===== src/rtl/keypad_scanner.sv =====
// keypad_scanner: 4x4 matrix keypad peripheral on the 16-bit I/O bus.
// Drives one column low at a time and samples the rows once per slot.
// Presses and releases are debounced over DEBOUNCE_CNT consecutive samples.
// The resulting 4-bit key code is latched for the CPU, and a data register
// read acknowledges it.
// Optional feature macro: KEYPAD_IRQ_EN adds a level irq output equal to valid.
module keypad_scanner #(
    parameter int SCAN_DIV     = 1000,
    parameter int DEBOUNCE_CNT = 16
) (
    input  logic        clock,
    input  logic        reset,
    input  logic        read_enable,
    input  logic        address,
    output logic [15:0] read_data_out,
    input  logic [3:0]  key_row,
    output logic [3:0]  key_col
`ifdef KEYPAD_IRQ_EN
    ,
    output logic        irq
`endif
);

    localparam int SW = $clog2(SCAN_DIV);
    localparam int DW = $clog2(DEBOUNCE_CNT + 1);

    typedef enum logic [1:0] {SCAN, DEBOUNCE, HOLD} state_t;

    state_t        state, state_next;
    logic [3:0]    row_meta, rows;
    logic [SW-1:0] slot;
    logic          tick;
    logic [1:0]    col, col_next;
    logic [3:0]    pattern, pattern_next;
    logic [DW-1:0] dcnt, dcnt_next, rcnt, rcnt_next;
    logic          latch;
    logic [1:0]    row_idx;
    logic [3:0]    code;
    logic [3:0]    data_reg;
    logic          valid, overrun;
    logic          data_read;

    assign tick      = (slot == SW'(SCAN_DIV - 1));
    assign key_col   = ~(4'b0001 << col);
    assign code      = {row_idx, col};
    assign data_read = read_enable && !address;

`ifdef KEYPAD_IRQ_EN
    assign irq = valid;
`endif

    // Two-flop synchronizer for the asynchronous row inputs (idle = all high).
    always_ff @(posedge clock) begin
        if (reset) begin
            row_meta <= 4'hF;
            rows     <= 4'hF;
        end else begin
            row_meta <= key_row;
            rows     <= row_meta;
        end
    end

    // Slot counter: one sample tick every SCAN_DIV cycles.
    always_ff @(posedge clock) begin
        if (reset)     slot <= '0;
        else if (tick) slot <= '0;
        else           slot <= slot + SW'(1);
    end

    // Scan FSM state and counter registers.
    always_ff @(posedge clock) begin
        if (reset) begin
            state   <= SCAN;
            col     <= 2'd0;
            pattern <= 4'hF;
            dcnt    <= '0;
            rcnt    <= '0;
        end else begin
            state   <= state_next;
            col     <= col_next;
            pattern <= pattern_next;
            dcnt    <= dcnt_next;
            rcnt    <= rcnt_next;
        end
    end

    // Next-state logic: act only on sample ticks.
    always_comb begin
        state_next   = state;
        col_next     = col;
        pattern_next = pattern;
        dcnt_next    = dcnt;
        rcnt_next    = rcnt;
        latch        = 1'b0;
        if (tick) begin
            case (state)
                SCAN: begin
                    if (rows != 4'hF) begin
                        pattern_next = rows;
                        dcnt_next    = DW'(1);
                        if (DEBOUNCE_CNT == 1) begin
                            latch      = 1'b1;
                            rcnt_next  = '0;
                            state_next = HOLD;
                        end else begin
                            state_next = DEBOUNCE;
                        end
                    end else begin
                        col_next = col + 2'd1;
                    end
                end
                DEBOUNCE: begin
                    if (rows == pattern) begin
                        dcnt_next = dcnt + DW'(1);
                        if (dcnt_next == DW'(DEBOUNCE_CNT)) begin
                            latch      = 1'b1;
                            rcnt_next  = '0;
                            state_next = HOLD;
                        end
                    end else begin
                        col_next   = col + 2'd1;
                        state_next = SCAN;
                    end
                end
                HOLD: begin
                    if (rows == 4'hF) begin
                        rcnt_next = rcnt + DW'(1);
                        if (rcnt_next == DW'(DEBOUNCE_CNT)) begin
                            rcnt_next  = '0;
                            col_next   = col + 2'd1;
                            state_next = SCAN;
                        end
                    end else begin
                        rcnt_next = '0;
                    end
                end
                default: state_next = SCAN;
            endcase
        end
    end

    // Row index of the captured pattern: lowest-index low row wins.
    always_comb begin
        row_idx = 2'd0;
        if      (!pattern_next[0]) row_idx = 2'd0;
        else if (!pattern_next[1]) row_idx = 2'd1;
        else if (!pattern_next[2]) row_idx = 2'd2;
        else if (!pattern_next[3]) row_idx = 2'd3;
    end

    // Key latch: a data read clears valid/overrun, a same-cycle latch wins.
    always_ff @(posedge clock) begin
        if (reset) begin
            data_reg <= 4'h0;
            valid    <= 1'b0;
            overrun  <= 1'b0;
        end else begin
            if (data_read) begin
                valid   <= 1'b0;
                overrun <= 1'b0;
            end
            if (latch) begin
                data_reg <= code;
                valid    <= 1'b1;
                overrun  <= data_read ? 1'b0 : (overrun | valid);
            end
        end
    end

    // Registered read port, returning pre-edge register contents.
    always_ff @(posedge clock) begin
        if (reset) begin
            read_data_out <= 16'h0000;
        end else if (read_enable) begin
            if (address) read_data_out <= {13'h0, state == HOLD, overrun, valid};
            else         read_data_out <= {12'h0, data_reg};
        end
    end

endmodule


===== config.mk =====
export PLATFORM = sky130hd
export DESIGN_NAME = keypad_scanner
export DESIGN_NICKNAME = d
export VERILOG_FILES = /design/src/rtl/keypad_scanner.sv
export SDC_FILE = /design/constraint.sdc
export NUM_CORES = 1
export LEC_CHECK = 0
export ABC_AREA = 1
export CELL_PAD_IN_SITES_DETAIL_PLACEMENT = 1
export CELL_PAD_IN_SITES_GLOBAL_PLACEMENT = 2
export CORE_MARGIN = 8
export CORE_UTILIZATION = 35
export CTS_BUF_LIST = sky130_fd_sc_hd__clkbuf_4
export CTS_CLUSTER_SIZE = 30
export DETAILED_ROUTE_END_ITERATION = 7
export GPL_ROUTABILITY_DRIVEN = 1
export PLACE_DENSITY_LB_ADDON = 0.1
export SYNTH_ARGS = -nofsm -noshare
export SYNTH_HDL_FRONTEND = slang
export SYNTH_SLANG_ARGS = --single-unit

===== constraint.sdc =====
create_clock -name clock -period 3.54 [get_ports clock]
set_clock_uncertainty 0.05 [all_clocks]
set_input_delay 0.531 -clock clock [delete_from_list [all_inputs] [get_ports clock]]
set_output_delay 0.531 -clock clock [all_outputs]
set_load 0.05 [all_outputs]

==> impl_results.md, run 1 <==
- Status: completed
- Hold path cells: 1
- DRT Pass-1 Iters: 4
- PD cells: roughly 340 nW/um^2
- Max_slew headroom: 0.6560
- Vias: 1,992
- Worst-case reg-to-reg path depth: 12
- Synthesis warning total: 0
- Setup TNS: 0 ns
- Sequential share of power: 0.556
- FF+latch count, synth: 46
- Post-DRT Antenna Nets: 0
- Max reg flops: 10
- Core area: 6832 sq um
- Setup Buffers After CTS: 0
- Synth cell types: 38
- Worst-path maximum fanout: 5
- H-tree depth: 2
- Syn avg cell area: 7.611 sq um
- Synth Instances: 325
- Hold buffer count at CTS: 0
- Share of layout cells above drive strength 1: 0.2023
- Final-report hold violation count: 0
- RSZ-0062 raised after global routing: false
- Clk pin slew, worst setup/hold paths: approximately 0.15 ns
- VDD IR max: 0.1494 mV
- Endpoints failing setup: 0
- Clock share of power: 0.356
- MaxCap Viol Count: 0
- Final net count: 360
- Clk buf depth: 2
- DR iter-0 viols: 42
- Number of remaining DRC errors: 0
- CTS Sinks: 46
- Crit path setup slack, layout: slightly above 1 ns
- Final instance area: 2780 sq um
- Tcrit/Tclk final: 0.7140
- Final min period: about 2.5 ns
- Dpl hpwl: 4133 microns
- Total gr overflow: 0
- Number of CTS-inserted buffers: 5
- Worst slack, placed: 1.409 ns
- Wire length per cell: 11.73 microns
- Starting Density: 0.3621
- Antenna Cells: 0
- Sw frac: 0.2613
- CTS tree: built
- Kind of critical path: flop to primary output
- # IOs: 28
- Logic gate share of total power: 0.087
- Post-synth ARST share: 0
- Final max-slew violation count: 0
- Overall die width: 100.1 microns
- Net Sw Power: 0.2487 mW
- Reg with most FFs: slot
- Commonest non-fill, non-tap cell in the layout: nand2_1
- Most frequent cells in the layout: nand2_1, dfxtp_1, nor2_1
- Area growth syn-to-layout: 12.39%
- Setup crit end kind: primary output
- Largest net degree at the start of global routing: 21
- Top-area cell type share of the netlist area: 0.3723
- Fmax: 395.6 MHz
- Die area: 10,010 sq um
- GRT Util Overall: 0.1137
- First-pass GRT wire length: 9349 microns
- Startpoint types: flop
- HP Class: flop to flop
- Area of the mapped netlist: 2474 sq um
- Site row count: 30
- Global placement routability congestion: 0.7608
- Resized Gates After CTS: 0
- Post-synth EDFFs: 0
- Root Driver: clkbuf_4
- Largest area contributor in the netlist: dfxtp_1
- Util after Layout: 0.4070
- Clk_lat worst skew: 0.37 ns
- Avg Vias per Cell: 4.507
- Port Buffers: 15
- Initial antenna violation count: 0
- LEAKAGE: 1.173 nW
- Vias in the first global route: 2,065
- Area of placed instances: 2698 sq um
- Worst Path Arrival: 1.95 ns
- Sequential area share after synthesis: 0.3723
- Worst-Margin Slew: 0.5144 ns
- Total power: 0.9517 mW
- Top FF cell, synth: dfxtp_1
- WP data required: 2.96 ns
- Wirelength, routed: about 5200 microns
- Vert. Die Dim: around 100 microns
- Synth top area cells: dfxtp_1, nand2_1, nor2_1
- Largest regs: slot x10, dcnt x5, rcnt x5
- Int Power: 0.7030 mW
[worst paths after layout]
kind                                             start  slack (ns)              endpoint
worst max-delay path               col[0]$_SDFFE_PP0P_        1.01            key_col[2]
worst min-delay path            row_meta[3]$_SDFF_PP1_        0.38    rows[3]$_SDFF_PP1_
worst max register to register    dcnt[0]$_SDFFE_PP0P_        1.79  rcnt[1]$_SDFFE_PP0P_
worst min register to register  row_meta[3]$_SDFF_PP1_        0.38    rows[3]$_SDFF_PP1_
[Yosys cell counts, types with 2 or more instances]
cell	instances
nand3_2	2
buf_4	12
nor2_1	30
nand3_1	20
nand2_1	65
a21oi_2	4
xor2_1	4
nand3_4	3
o21ai_1	6
nand4_1	2
a21oi_1	15
inv_2	11
ha_1	7
clkbuf_1	2
or2_1	2
nor2_4	10
nand2_2	7
nor2_2	5
clkinv_1	3
or2_2	10
nor3_2	2
inv_1	28
dfxtp_1	46
o211ai_1	2
o21ai_0	12
nor3_1	3
[per-stage QoR]
stage	std cells	hold WS [ns]
finish	442	0.3766
global route	442	0.3950
CTS	442	0.3817
detailed placement	434	0.3475
global placement	434	0.3425
floorplan	336	0.3395
[area by class of cell]
type                    instances  area (sq um)
clock buffers                   6         45.04
clock inverters                 2         37.54
fillers                       875          4051
inverters                      43         162.7
multi-input cells             232          1329
flip-flops and latches         46         920.9
well taps                      96         120.1
repair buffers                 17         165.2
[cell families after synthesis]
logic type      share of synthesized area
xor+xnor                          0.01770
fa+ha+maj                         0.03541
simple gates                       0.3687
compound gates                    0.09712
flops                              0.3723
other cells                      0.001516
buf+inv                            0.1072
[power by group through the flow]
| stage | clock network, mW | registers, mW | logic, mW |
|---|---|---|---|
| final | 0.339 | 0.529 | 0.0831 |
| after global routing | 0.373 | 0.531 | 0.0910 |
| after CTS | 0.360 | 0.530 | 0.0836 |
| after detailed placement | 0 | 0.541 | 0.0835 |
| after global placement | 0 | 0.541 | 0.0831 |
| after floorplan | 0 | 0.541 | 0.0724 |
[layer usage]
layer / global-route usage / up-vias / routed length [microns]
li1: - / 1035 / -
met1: 0.1333 / 927 / 2419
met2: 0.1955 / 22 / 2497
met3: 0.02491 / 8 / 180
met4: 0.04535 / 0 / 87
met5: 0 / - / 0
[critical path, stage by stage, from the launching register on]
cell             delay (ns)
dfxtp_1                0.43
inv_1                  0.10
ha_1                   0.20
inv_1                  0.05
clkdlybuf4s50_1        0.79
(Power assumes the default switching activity.)
==> inputs of run 2 (changes only) <==
--- a/config.mk
+++ b/config.mk
@@ -9,7 +9,7 @@
 export CELL_PAD_IN_SITES_DETAIL_PLACEMENT = 1
 export CELL_PAD_IN_SITES_GLOBAL_PLACEMENT = 2
 export CORE_MARGIN = 8
-export CORE_UTILIZATION = 35
+export CORE_UTILIZATION = 30
 export CTS_BUF_LIST = sky130_fd_sc_hd__clkbuf_4
 export CTS_CLUSTER_SIZE = 30
 export DETAILED_ROUTE_END_ITERATION = 7
==> constraint.sdc (replaced) <==
create_clock -name clock -period 2.2 [get_ports clock]
set_clock_uncertainty 0.05 [all_clocks]
set_input_delay 0.33 -clock clock [delete_from_list [all_inputs] [get_ports clock]]
set_output_delay 0.33 -clock clock [all_outputs]
set_load 0.05 [all_outputs]
==> impl_results.md, run 2 (same netlist as run 1, synthesis figures left out) <==
- WP data required: 1.82 ns (was 2.96 ns)
- CP bufs+invs: 1 (was 3)
- Root Driver: clkbuf_4 (unchanged)
- Area growth syn-to-layout: 12.59% (was 12.39%)
- Setup Buffers After CTS: 0 (unchanged)
- Antenna Cells: 0 (unchanged)
- Final max-slew violation count: 0 (unchanged)
- First-pass GRT wire length: 9528 microns (was 9349 microns)
- H-tree depth: 2 (unchanged)
- LEAKAGE: 1.178 nW (was 1.173 nW)
- Initial antenna violation count: 0 (unchanged)
- Number of remaining DRC errors: 0 (unchanged)
- Vias: 1,989 (was 1,992)
- Cells along the critical path: clkdlybuf4s50_1 (was inv_1, ha_1, inv_1, clkdlybuf4s50_1)
- Kind of critical path: flop to primary output (unchanged)
- Worst Path Arrival: 1.53 ns (was 1.95 ns)
- VDD IR max: 0.2685 mV (was 0.1494 mV)
- Most frequent cells in the layout: nand2_1, dfxtp_1, nor2_1 (unchanged)
- Setup crit end kind: primary output (unchanged)
- Clk pin slew, worst setup/hold paths: 0.15 ns (about the same)
- Resized Gates After CTS: 0 (unchanged)
- Max reg flops: 10 (unchanged)
- Core area: 8093 sq um (was 6832 sq um)
- Hold buffer count at CTS: 0 (unchanged)
- HP Class: flop to flop (unchanged)
- Worst-path maximum fanout: 2 (was 5)
- Slowest CP cell: clkdlybuf4s50_1 (unchanged)
- Wirelength, routed: 5325 microns (was 5184 microns)
- # IOs: 28 (unchanged)
- Largest regs: slot x10, dcnt x5, rcnt x5 (unchanged)
- Fmax: ~520 MHz
- Global placement routability congestion: 0.7187 (was 0.7608)
- Largest net degree at the start of global routing: 20 (was 21)
- Site row count: 33 (was 30)
- Util after Layout: 0.3442 (was 0.4070)
- Worst path max stage delay: 0.80 ns (was 0.79 ns)
- DRT Pass-1 Iters: 4 (unchanged)
- PD cells: 550.5 nW/um^2 (was 342.3 nW/um^2)
- CTS Sinks: 46 (unchanged)
- Tcrit/Tclk final: 0.8703
- Max_slew headroom: 0.6639 (was 0.6560)
- Endpoints failing setup: 0 (unchanged)
- Clk buf depth: 2 (unchanged)
- Final min period: between 1.5 and 2 ns
- Post-DRT Antenna Nets: 0 (unchanged)
- Total gr overflow: 0 (unchanged)
- Dpl hpwl: 4146 microns (was 4133 microns)
- Reg with most FFs: slot (unchanged)
- MaxCap Viol Count: 0 (unchanged)
- Setup TNS: 0 ns (unchanged)
- Avg Vias per Cell: 4.410 (was 4.507)
- Startpoint types: flop (unchanged)
- RSZ-0062 raised after global routing: false (unchanged)
- CTS tree: built (unchanged)
- DR iter-0 viols: 48 (was 42)
- Worst-Margin Slew: 0.5033 ns (was 0.5144 ns)
- Port Buffers: 15 (unchanged)
- Wire length per cell: 11.81 microns (was 11.73 microns)
- Clk_lat worst skew: 0.37 ns (about the same)
- Vias in the first global route: 2,092 (was 2,065)
- Vert. Die Dim: 106.8 microns (was 100.1 microns)
- Status: completed (unchanged)
- Overall die width: 106.8 microns (was 100.1 microns)
- Final net count: 360 (unchanged)
- Total power: 1.533 mW (was 0.9517 mW)
- GRT Util Overall: 0.1015 (was 0.1137)
- Commonest non-fill, non-tap cell in the layout: nand2_1 (unchanged)
- Die area: 11,410 sq um (was 10,010 sq um)
- Share of layout cells above drive strength 1: 0.2110 (was 0.2023)
- Number of CTS-inserted buffers: 5 (unchanged)
- Starting Density: 0.3057 (was 0.3621)
- CP top delay family: buffers and inverters (unchanged)
- Final-report hold violation count: 0 (unchanged)
- Fillers: 1,041 (was 875)
==> run 2: cell count changes in the layout (fill, tap and decap cells not counted) <==
cell | before | now
buf_4 | 2 | 5
clkinv_2 | 1 | 2
clkinvlp_4 | 1 | 0
clkbuf_4 | 6 | 5
clkdlybuf4s50_1 | 15 | 11
inv_6 | 0 | 1
dlymetal6s2s_1 | 0 | 1
==> run 2: path summary, 6_finish.rpt <==
check	slack, ns	start	depth (start not counted)	end
worst min register to register	0.38	row_meta[1]$_SDFF_PP1_	1	rows[1]$_SDFF_PP1_
worst min-delay path	0.38	row_meta[1]$_SDFF_PP1_	1	rows[1]$_SDFF_PP1_
worst max-delay path	0.29	read_data_out[1]$_SDFFE_PP0P_	1	read_data_out[1]
worst max register to register	0.46	dcnt[0]$_SDFFE_PP0P_	12	rcnt[1]$_SDFFE_PP0P_
==> run 2: power breakdown <==
group / switching, mW / internal (mW) / total (mW)
Clock: 0.305 / 0.242 / 0.547
Sequential: 0.00671 / 0.845 / 0.852
Combinational: 0.101 / 0.0334 / 0.134
Total: 0.412 / 1.12 / 1.53
==> run 2: final cells by class <==
class	count	area, sq um	area share
Clock buffer	5	37.54	0.01348
Clock inverter	3	43.79	0.01572
Inverter	43	162.7	0.05840
Multi-Input combinational cell	232	1329	0.4771
Tap cell	105	131.4	0.04717
Timing Repair Buffer	17	160.2	0.05750
Sequential cell	46	920.9	0.3306
==> run 2: metal layers <==
metal  global-route usage  share of wire  vias to the layer above
met4              0.03317          0.013                        0
met5                    0              0                        -
li1                     -              -                     1039
met2               0.1767           0.49                       21
met1               0.1190           0.47                      922
met3              0.02519          0.030                        7
==> run 2: metrics by stage <==
stage                     std cells  worst slack [ns]  instance area, sq um  hold slack [ns]
after global routing            451            0.1828                  2785           0.3895
after global placement          443            0.3922                  2701           0.3414
after detailed placement        443            0.3650                  2701           0.3509
final                           451            0.2854                  2785           0.3807
after CTS                       451          0.001029                  2783           0.3867
after floorplan                 336            0.6675                  2515           0.3395
